## config.mk

```make
export PLATFORM = sky130hd
export DESIGN_NAME = fetch_sequencer_flat
export DESIGN_NICKNAME = d
export VERILOG_FILES = /design/src/rtl/arf_ctrl_pkg.sv /design/src/rtl/fetch_sequencer_if.sv /design/src/rtl/fetch_sequencer.sv /design/src/flat_wrapper.sv
export SDC_FILE = /design/constraint.sdc
export NUM_CORES = 1
export LEC_CHECK = 0
export BUFFER_PORTS_ARGS = -buffer_cell sky130_fd_sc_hd__buf_2
export CAP_MARGIN = 10
export CORE_UTILIZATION = 41
export CTS_BUF_LIST = sky130_fd_sc_hd__clkbuf_8 sky130_fd_sc_hd__clkbuf_16
export DETAILED_ROUTE_END_ITERATION = 12
export HOLD_SLACK_MARGIN = 0.06
export PLACE_DENSITY = 0.88
export SYNTH_ARGS = -nofsm -noshare
export SYNTH_HDL_FRONTEND = slang
export SYNTH_SLANG_ARGS = --single-unit
```

## constraint.sdc

```tcl
create_clock -name Clock -period 2.2 [get_ports Clock]
set_clock_uncertainty 0.2 [all_clocks]
set_input_delay 0 -clock Clock [delete_from_list [all_inputs] [get_ports Clock]]
set_output_delay 0 -clock Clock [all_outputs]
set_load 0.02 [all_outputs]
```

## src/rtl/arf_ctrl_pkg.sv

```systemverilog
// Shared encodings for the address register file control path:
// FunSel / RegSel / OutSel codes and the fetch sequencer states.
package arf_ctrl_pkg;

    localparam logic [2:0] FS_DEC  = 3'b000;
    localparam logic [2:0] FS_INC  = 3'b001;
    localparam logic [2:0] FS_LOAD = 3'b010;
    localparam logic [2:0] FS_CLR  = 3'b011;

    // One-cold register enables, bit order {PC, AR, SP}
    localparam logic [2:0] SEL_PC   = 3'b011;
    localparam logic [2:0] SEL_AR   = 3'b101;
    localparam logic [2:0] SEL_SP   = 3'b110;
    localparam logic [2:0] SEL_NONE = 3'b111;

    localparam logic [1:0] OUT_PC = 2'b00;
    localparam logic [1:0] OUT_AR = 2'b10;
    localparam logic [1:0] OUT_SP = 2'b11;

    typedef enum logic [1:0] {
        IDLE     = 2'd0,
        FETCH_LO = 2'd1,
        FETCH_HI = 2'd2,
        DONE     = 2'd3
    } fetch_state_e;

    function automatic logic [15:0] place_byte(
        input logic [15:0] cur,
        input logic [7:0]  b,
        input logic        hi
    );
        logic [15:0] r;
        r = cur;
        if (hi) r[15:8] = b;
        else    r[7:0]  = b;
        return r;
    endfunction

endpackage

```

## src/rtl/fetch_sequencer_if.sv

```systemverilog
// Control/data bundle between the fetch sequencer, the address
// register file and the byte memory.
interface fetch_sequencer_if;

    logic        Start;
    logic        Hold;
    logic        LoadPC;
    logic [15:0] Target;
    logic [7:0]  MemOut;

    logic [15:0] ARF_I;
    logic [2:0]  ARF_FunSel;
    logic [2:0]  ARF_RegSel;
    logic [1:0]  ARF_OutCSel;
    logic [1:0]  ARF_OutDSel;
    logic        Mem_CS;
    logic        Mem_WR;
    logic [15:0] Instr;
    logic        Busy;
    logic        Done;

    modport master (
        input  Start, Hold, LoadPC, Target, MemOut,
        output ARF_I, ARF_FunSel, ARF_RegSel,
        output ARF_OutCSel, ARF_OutDSel,
        output Mem_CS, Mem_WR, Instr, Busy, Done
    );

    modport slave (
        output Start, Hold, LoadPC, Target, MemOut,
        input  ARF_I, ARF_FunSel, ARF_RegSel,
        input  ARF_OutCSel, ARF_OutDSel,
        input  Mem_CS, Mem_WR, Instr, Busy, Done
    );

endinterface

```

## src/rtl/fetch_sequencer.sv

```systemverilog
// Fetches one 16-bit instruction as two bytes at PC, PC+1,
// bumping PC through the ARF and assembling Instr.
module fetch_sequencer
    import arf_ctrl_pkg::*;
#(
    parameter bit LOW_FIRST = 1'b1
) (
    input  logic              Clock,
    input  logic              Reset,
    fetch_sequencer_if.master bus
);

    fetch_state_e r_state;
    fetch_state_e w_next;
    logic [15:0]  r_instr;
    logic         r_done;
    logic         w_capture;
    logic         w_to_hi;

    // Outputs are gated by Reset so they drop to idle values at once
    always_comb begin
        w_next          = r_state;
        w_capture       = 1'b0;
        bus.ARF_I       = 16'h0000;
        bus.ARF_FunSel  = FS_DEC;
        bus.ARF_RegSel  = SEL_NONE;
        bus.ARF_OutCSel = OUT_PC;
        bus.ARF_OutDSel = OUT_PC;
        bus.Mem_CS      = 1'b1;
        bus.Mem_WR      = 1'b0;
        bus.Busy        = 1'b0;
        if (!Reset) begin
            unique case (r_state)
                IDLE: begin
                    if (bus.LoadPC) begin
                        bus.ARF_I      = bus.Target;
                        bus.ARF_FunSel = FS_LOAD;
                        bus.ARF_RegSel = SEL_PC;
                    end else if (bus.Start) begin
                        w_next = FETCH_LO;
                    end
                end
                FETCH_LO, FETCH_HI: begin
                    bus.Busy = 1'b1;
                    if (!bus.Hold) begin
                        bus.Mem_CS     = 1'b0;
                        bus.ARF_FunSel = FS_INC;
                        bus.ARF_RegSel = SEL_PC;
                        w_capture      = 1'b1;
                        w_next = (r_state == FETCH_LO)
                               ? FETCH_HI : DONE;
                    end
                end
                DONE: begin
                    w_next = bus.Start ? FETCH_LO : IDLE;
                end
                default: begin
                    w_next = IDLE;
                end
            endcase
        end
    end

    // First byte lands in the low half when LOW_FIRST is set
    assign w_to_hi = (r_state == FETCH_LO) ^ LOW_FIRST;

    always_ff @(posedge Clock or posedge Reset) begin
        if (Reset) begin
            r_state <= IDLE;
            r_instr <= 16'h0000;
            r_done  <= 1'b0;
        end else begin
            r_state <= w_next;
            r_done  <= w_capture && (r_state == FETCH_HI);
            if (w_capture) begin
                r_instr <= place_byte(r_instr, bus.MemOut, w_to_hi);
            end
        end
    end

    assign bus.Instr = r_instr;
    assign bus.Done  = r_done;

endmodule

```

## src/flat_wrapper.sv

```systemverilog
// flat-port wrapper written by rule: the top's interface ports become plain ports
module fetch_sequencer_flat import arf_ctrl_pkg::*;
#(
    parameter bit LOW_FIRST = 1'b1
)
  (Clock, Reset, bus_Start, bus_Hold, bus_LoadPC, bus_Target, bus_MemOut, bus_ARF_I, bus_ARF_FunSel, bus_ARF_RegSel, bus_ARF_OutCSel, bus_ARF_OutDSel, bus_Mem_CS, bus_Mem_WR, bus_Instr, bus_Busy, bus_Done);
  fetch_sequencer_if bus_i ();
  input  logic Clock;
  input  logic Reset;
  input wire logic [$bits(bus_i.Start)-1:0] bus_Start;
  input wire logic [$bits(bus_i.Hold)-1:0] bus_Hold;
  input wire logic [$bits(bus_i.LoadPC)-1:0] bus_LoadPC;
  input wire logic [$bits(bus_i.Target)-1:0] bus_Target;
  input wire logic [$bits(bus_i.MemOut)-1:0] bus_MemOut;
  output wire logic [$bits(bus_i.ARF_I)-1:0] bus_ARF_I;
  output wire logic [$bits(bus_i.ARF_FunSel)-1:0] bus_ARF_FunSel;
  output wire logic [$bits(bus_i.ARF_RegSel)-1:0] bus_ARF_RegSel;
  output wire logic [$bits(bus_i.ARF_OutCSel)-1:0] bus_ARF_OutCSel;
  output wire logic [$bits(bus_i.ARF_OutDSel)-1:0] bus_ARF_OutDSel;
  output wire logic [$bits(bus_i.Mem_CS)-1:0] bus_Mem_CS;
  output wire logic [$bits(bus_i.Mem_WR)-1:0] bus_Mem_WR;
  output wire logic [$bits(bus_i.Instr)-1:0] bus_Instr;
  output wire logic [$bits(bus_i.Busy)-1:0] bus_Busy;
  output wire logic [$bits(bus_i.Done)-1:0] bus_Done;
  assign bus_i.Start = bus_Start;
  assign bus_i.Hold = bus_Hold;
  assign bus_i.LoadPC = bus_LoadPC;
  assign bus_i.Target = bus_Target;
  assign bus_i.MemOut = bus_MemOut;
  assign bus_ARF_I = bus_i.ARF_I;
  assign bus_ARF_FunSel = bus_i.ARF_FunSel;
  assign bus_ARF_RegSel = bus_i.ARF_RegSel;
  assign bus_ARF_OutCSel = bus_i.ARF_OutCSel;
  assign bus_ARF_OutDSel = bus_i.ARF_OutDSel;
  assign bus_Mem_CS = bus_i.Mem_CS;
  assign bus_Mem_WR = bus_i.Mem_WR;
  assign bus_Instr = bus_i.Instr;
  assign bus_Busy = bus_i.Busy;
  assign bus_Done = bus_i.Done;
  fetch_sequencer #(.LOW_FIRST(LOW_FIRST)) u_core (.Clock(Clock), .Reset(Reset), .bus(bus_i));
endmodule
```

==> results of run 1 <==
## layer usage
| layer | GRT usage, % | up-vias |
|---|---|---|
| met4 | 9.40 | 0 |
| met2 | 32.1 | 35 |
| met5 | 0 | - |
| met1 | 21.6 | 456 |
| met3 | 5.08 | 8 |
| li1 | - | 451 |
## cell type report
class / instances / area, sq um / share of cell area [%]
clock inverters: 1 / 5.00 / 0.307
multi-input cells: 64 / 574 / 35.3
flip-flops and latches: 19 / 475 / 29.2
inverters: 5 / 18.8 / 1.15
well taps: 30 / 37.5 / 2.31
clock buffers: 3 / 41.3 / 2.54
repair buffers: 81 / 475 / 29.2
## cell families after synthesis
logic type,Yosys count,share of synthesized area (%)
other cells,2,0.674
mux,16,18.9
flops,19,42.7
simple gates,25,15.5
compound gates,9,5.96
fa+ha+maj,6,6.74
buf+inv,16,9.55
## path summary, 6_finish.rpt
path	start	end	slack (ns)
setup / recovery	u_core.r_state[0]	u_core.bus.Instr[0]	0.10
hold / removal	bus_Target[9]	bus_ARF_I[9]	0.12
setup reg to reg	u_core.r_state[0]	u_core.bus.Instr[0]	0.10
hold reg to reg	u_core.bus.Instr[8]	u_core.bus.Instr[8]	0.28
max in group asynchronous	Reset	u_core.bus.Instr[13]	1.41
min in group asynchronous	Reset	u_core.bus.Instr[0]	0.19
## flip-flops by register name (all words and copies together), names as in the netlist
register	count
u_core.bus.Instr	16
u_core.r_state	2
u_core.bus.Done	1
## placed cells by master, fill, tap and decap left out, types with 2 or more instances in the layout
master and count:
mux2_2 7, nor2_1 2, dfrtp_1 19, mux2_4 8, buf_2 66, a211oi_1 2, conb_1 8, inv_1 4
buf_4 2, and2_1 18, dlygate4sd3_1 13, a211o_1 3, ha_1 5, clkbuf_8 3, a21oi_1 2
## where the power goes
group / leakage, nW / total (mW) / internal (mW) / switching (mW)
clock network: 0.0255 / 0.232 / 0.126 / 0.106
registers: 0.230 / 0.628 / 0.521 / 0.107
logic: 0.649 / 1.13 / 0.509 / 0.618
total: 0.904 / 1.99 / 1.16 / 0.831
## what timing repair did
item / CTS / global route
hold buffers: 13 / 0
hold endpoints to repair: 38 / 0
setup endpoints to repair: 0 / 32
resized for setup: 0 / 3
## critical path: stages (launching register included)
cell and delay [ns]:
dfrtp_1 0.41, inv_1 0.15, ha_4 0.32, nor3b_4 0.23
and2_1 0.16, buf_4 0.20, mux2_4 0.32
==> results.sh, run 1 <==
export IMPL_synthFlopType="dfrtp_1"
export IMPL_yosysUniqueCellTypes=23
export IMPL_yosys_cell_count_top_type="dfrtp_1"
export IMPL_synth_enable_flop_cells=0
export IMPL_cts_tree="done"
export IMPL_cap_violations=0
export IMPL_finalMaxSlewViolations=0
export IMPL_drc=0
export IMPL_fin_tns_setup_ns=0
export IMPL_power_density_nw_per_um2=1220
export IMPL_initial_core_util_pct=44.1
export IMPL_viasPerCell=4.68
export IMPL_syn_area_sq_um=1110
export IMPL_antenna_cells=0
export IMPL_die_h_um=54.1
export IMPL_setup_slack_ns=0.103
export IMPL_worst_endpoint_required_ns=2.13
export IMPL_wirelength_um=2830
export IMPL_grt_ovfl_total=0
export IMPL_max_freq_mhz=477
export IMPL_fillers=185
export IMPL_hold_path_cell_count=3
export IMPL_netlist_area_leader_share_pct=42.7
export IMPL_crit_path_start_kind="register"
export IMPL_die_w_um=54.1
export IMPL_hpwl_um=2020
export IMPL_seq_area_frac_synth_pct=42.7
export IMPL_cts_sinks=19
export IMPL_period_needed_ns=2.10
export IMPL_insertion_delay_ns=0.25
export IMPL_clock_path_buffers=2
export IMPL_design_portCount=75
export IMPL_rsz0062_at_grt="no"
export IMPL_setup_viol=0
export IMPL_ff2ff_path_depth=6
export IMPL_syn_avg_cell_area_sq_um=12.0
export IMPL_grt_max_degree=20
export IMPL_dr_pass1_iters=4
export IMPL_cts_setup_buffers=0
export IMPL_syn_inst=93
export IMPL_p_total_mw=1.99
export IMPL_antenna_found_initial=0
export IMPL_routed_top_layer="met4"
export IMPL_p_leak_nw=0.904
export IMPL_clk_pin_slew_ns=0.07
export IMPL_holdWs_ns=0.121
export IMPL_yosys_area_top_type="dfrtp_1"
export IMPL_wl_met3_um=99
export IMPL_io_buffers=66
export IMPL_core_rowCount=18
export IMPL_grt_pass1_wl_um=3900
export IMPL_grt_pass1_vias=880
export IMPL_hold_class="primary input to output port"
export IMPL_met2_length_um=1570
export IMPL_status="finished clean"
export IMPL_final_core_util_pct=64.5
export IMPL_cts_root_buffer="clkbuf_8"
export IMPL_synth_area_leaders="dfrtp_1, mux2_4, and2_1"
export IMPL_cts_max_level=1
export IMPL_synth_common_cells="dfrtp_1, and2_1, buf_4, mux2_4, mux2_2"
export IMPL_final_net_count=209
export IMPL_ys_ff_latch=19
export IMPL_pre_cts_ws_ns=0.0836
export IMPL_ant_nets=0
export IMPL_core_sq_um=2520
export IMPL_wl_met1_um=1070
export IMPL_final_hold_violation_count=0
export IMPL_drtIter0Drc=18
export IMPL_instances_no_fill=203
export IMPL_post_place_cells=186
export IMPL_synth_warnings=0
export IMPL_fin_area_sq_um=1630
export IMPL_min_period_over_period_pct=95.3
export IMPL_final_layout_size_suffix_gt1_share_pct=53.2
export IMPL_critical_path_arrival_ns=2.03
export IMPL_ir_drop_v=0.000908
export IMPL_cts_made_buffers=3
export IMPL_gp_congestion=0.750
export IMPL_place_area_sq_um=1430
export IMPL_wl_per_cell_um=13.9
export IMPL_vias=950
export IMPL_worst_setup_path_type="register to register"
export IMPL_endpoint_kind="register"
export IMPL_globalRouteTotalUtil_pct=18.9
export IMPL_synthArstFlopShare_pct=100
export IMPL_crit_fanout=8
export IMPL_syn2layout_area_growth_pct=46.2
export IMPL_dieArea_sq_um=2930
Note: power is estimated with default switching activity, not from simulation.
==> run 2, diff against run 1 <==
--- a/config.mk
+++ b/config.mk
@@ -7,11 +7,10 @@
 export LEC_CHECK = 0
 export BUFFER_PORTS_ARGS = -buffer_cell sky130_fd_sc_hd__buf_2
 export CAP_MARGIN = 10
-export CORE_UTILIZATION = 41
-export CTS_BUF_LIST = sky130_fd_sc_hd__clkbuf_8 sky130_fd_sc_hd__clkbuf_16
+export CORE_UTILIZATION = 37
 export DETAILED_ROUTE_END_ITERATION = 12
 export HOLD_SLACK_MARGIN = 0.06
-export PLACE_DENSITY = 0.88
+export PLACE_DENSITY = 0.84
 export SYNTH_ARGS = -nofsm -noshare
 export SYNTH_HDL_FRONTEND = slang
 export SYNTH_SLANG_ARGS = --single-unit
==> constraint.sdc (replaced) <==
create_clock -name Clock -period 1.76 [get_ports Clock]
set_clock_uncertainty 0.2 [all_clocks]
set_input_delay 0 -clock Clock [delete_from_list [all_inputs] [get_ports Clock]]
set_output_delay 0 -clock Clock [all_outputs]
set_load 0.02 [all_outputs]
==> run 2 against run 1 <==
  * Count of clock-buffer cells in the layout stayed put
  * Non-clock buffer count is 12 higher
  * Setup slack worse by 0.28 ns
  * Via count is 12% higher
  * Final cell count is 7.4% higher
  * Largest power group unchanged
  * Cell area is 9.2% higher
  * The flow now finishes with violations (design-rule violations, negative setup slack)
==> results.sh, run 2 (same netlist as run 1, synthesis figures left out) <==
export IMPL_final_net_count=223
export IMPL_wl_per_cell_um=15.5
export IMPL_cp_slowest_cell="dfrtp_1"
export IMPL_grt_pass1_vias=1004
export IMPL_startpoint="u_core.r_state[0]"
export IMPL_drtIter0Drc=39
export IMPL_endpoint_kind="register"
export IMPL_dr_pass1_iters=10
export IMPL_wirelength_um=3380
export IMPL_rr_startpoint="u_core.r_state[0]"
export IMPL_final_layout_size_suffix_gt1_share_pct=61.0
export IMPL_worst_setup_path_type="register to register"
export IMPL_crit_fanout=8
export IMPL_power_density_nw_per_um2=1610
export IMPL_r2r_slack_ns=-0.18
export IMPL_place_area_sq_um=1520
export IMPL_fillers=224
export IMPL_drc=6
export IMPL_status="finished with violations"
export IMPL_min_period_over_period_pct=110
export IMPL_power_share_clock_pct=8.0
export IMPL_grt_max_degree=20
export IMPL_critical_path_arrival_ns=1.94
export IMPL_cp_num_cells=6
export IMPL_max_freq_mhz=516
export IMPL_setup_slack_ns=-0.178
export IMPL_ff2ff_path_depth=6
export IMPL_multi_input_area_sq_um=626
export IMPL_combPwrFrac_pct=64.6
export IMPL_cts_root_buffer="clkbuf_4"
export IMPL_violations="design-rule violations, negative setup slack"
export IMPL_cp_cell_sequence="inv_2, ha_4, nor3b_4, inv_4, nor2_8, mux2_2"
export IMPL_insertion_delay_ns=0.31
export IMPL_netSwitchingPower_mw=1.20
export IMPL_ant_nets=0
export IMPL_p_total_mw=2.86
export IMPL_grt_pass1_wl_um=4910
export IMPL_grt_met3_usage_pct=3.69
export IMPL_crit_path_start_kind="register"
export IMPL_grt_busiest_layer="met2"
export IMPL_globalRouteTotalUtil_pct=20.4
export IMPL_min_from="bus_LoadPC"
export IMPL_setup_viol=20
export IMPL_cap_violations=0
export IMPL_dieArea_sq_um=3230
export IMPL_grt_ovfl_total=0
export IMPL_regArea_sq_um=475
export IMPL_cts_made_buffers=3
export IMPL_pwr_share_seq_pct=27.5
export IMPL_antenna_cells=0
export IMPL_largest_reg_flops=16
export IMPL_core_sq_um=2810
export IMPL_cts_sinks=19
export IMPL_final_hold_violation_count=0
export IMPL_ir_drop_v=0.000863
export IMPL_clk_pin_slew_ns=0.10
export IMPL_p_leak_nw=0.981
export IMPL_crit_path_end="u_core.bus.Instr[12]"
export IMPL_final_common_cell="buf_2"
export IMPL_die_h_um=56.9
export IMPL_mostFrequentLayoutCells="buf_2, dfrtp_1, and2_1"
export IMPL_r2r_end="u_core.bus.Instr[12]"
export IMPL_holdWs_ns=0.0476
export IMPL_clock_path_buffers=2
export IMPL_antenna_found_initial=0
export IMPL_design_portCount=75
export IMPL_use_met1_pct=22.3
export IMPL_viasPerCell=4.87
export IMPL_worst_endpoint_required_ns=1.76
export IMPL_hpwl_um=2160
export IMPL_p_int_mw=1.66
export IMPL_crit_buf_inv=2
export IMPL_period_needed_ns=1.94
export IMPL_vias=1061
export IMPL_finalMaxSlewViolations=0
export IMPL_cts_max_level=1
export IMPL_core_rowCount=19
export IMPL_cts_tree="done"
export IMPL_gr_usage_met2_pct=35.5
export IMPL_gp_congestion=0.739
export IMPL_rsz0062_at_grt="yes"
export IMPL_die_w_um=56.9
export IMPL_crit_family="simple AND/OR/NAND/NOR gates"
export IMPL_initial_core_util_pct=39.7
export IMPL_max_stage_delay_ns=0.40
export IMPL_io_buffers=66
export IMPL_hold_class="primary input to register"
export IMPL_p_sw_share_pct=42.1
export IMPL_fin_area_sq_um=1780
export IMPL_syn2layout_area_growth_pct=59.7
==> run 2: worst reg2reg max path, delay by kind of cell (launching register included) <==
family	cells	cell delay (ns)
adder cells (fa/ha/maj)	1	0.28
buffers and inverters	2	0.15
flip-flops	1	0.40
multiplexers	1	0.37
AND/OR/NAND/NOR	2	0.44
==> run 2: worst min-delay path by stage <==
stage | to | slack [ns] | cells past startpoint
6_report | u_core.r_state[1] | 0.05 | 4
5_1_grt | u_core.r_state[1] | 0.10 | 4
4_1_cts | bus_ARF_I[6] | 0.12 | 3
3_5_place_dp | u_core.r_state[1] | -0.07 | 3
3_3_place_gp | u_core.r_state[0] | -0.08 | 3
2_1_floorplan | u_core.bus.Done | -0.24 | 1
==> run 2: cell type report <==
type	instances	area share, %
inverters	5	1.20
well taps	31	2.18
clock buffers	3	1.27
repair buffers	93	33.1
multi-input cells	66	35.2
flip-flops and latches	19	26.7
clock inverters	1	0.281
==> run 2: metal layers <==
layer | wire length (um) | vias to the layer above
met5 | 0 | -
met4 | 123 | 0
met3 | 91 | 12
met2 | 1830 | 39
met1 | 1340 | 525
li1 | - | 485
==> run 2: through the flow <==
stage               setup slack [ns]  TNS (ns)  utilization [%]  cells
detailed placement            -0.127     -1.60             54.0    193
finish                        -0.178     -2.99             63.4    218
global placement             -0.0690    -0.781             54.0    193
global route                  -0.238     -4.25             63.4    218
CTS                           -0.105     -2.03             61.6    213
floorplan                     -0.135     -2.08                -     99
==> run 2: power by group through the flow <==
| stage | clock network (mW) | registers (mW) | logic [mW] |
|---|---|---|---|
| final | 0.228 | 0.786 | 1.85 |
| after global routing | 0.256 | 0.800 | 1.95 |
| after CTS | 0.223 | 0.771 | 1.68 |
| after detailed placement | 0 | 0.778 | 1.51 |
| after global placement | 0 | 0.758 | 1.46 |
| after floorplan | 0 | 1.01 | 0.765 |
==> run 2: repair_timing <==
item	CTS	global route
pin swaps	6	1
hold endpoints to repair	38	0
endpoints found under the setup margin	37	38
buffers inserted	4	4
cloned	0	2
resized for setup	14	4
hold buffers	13	0
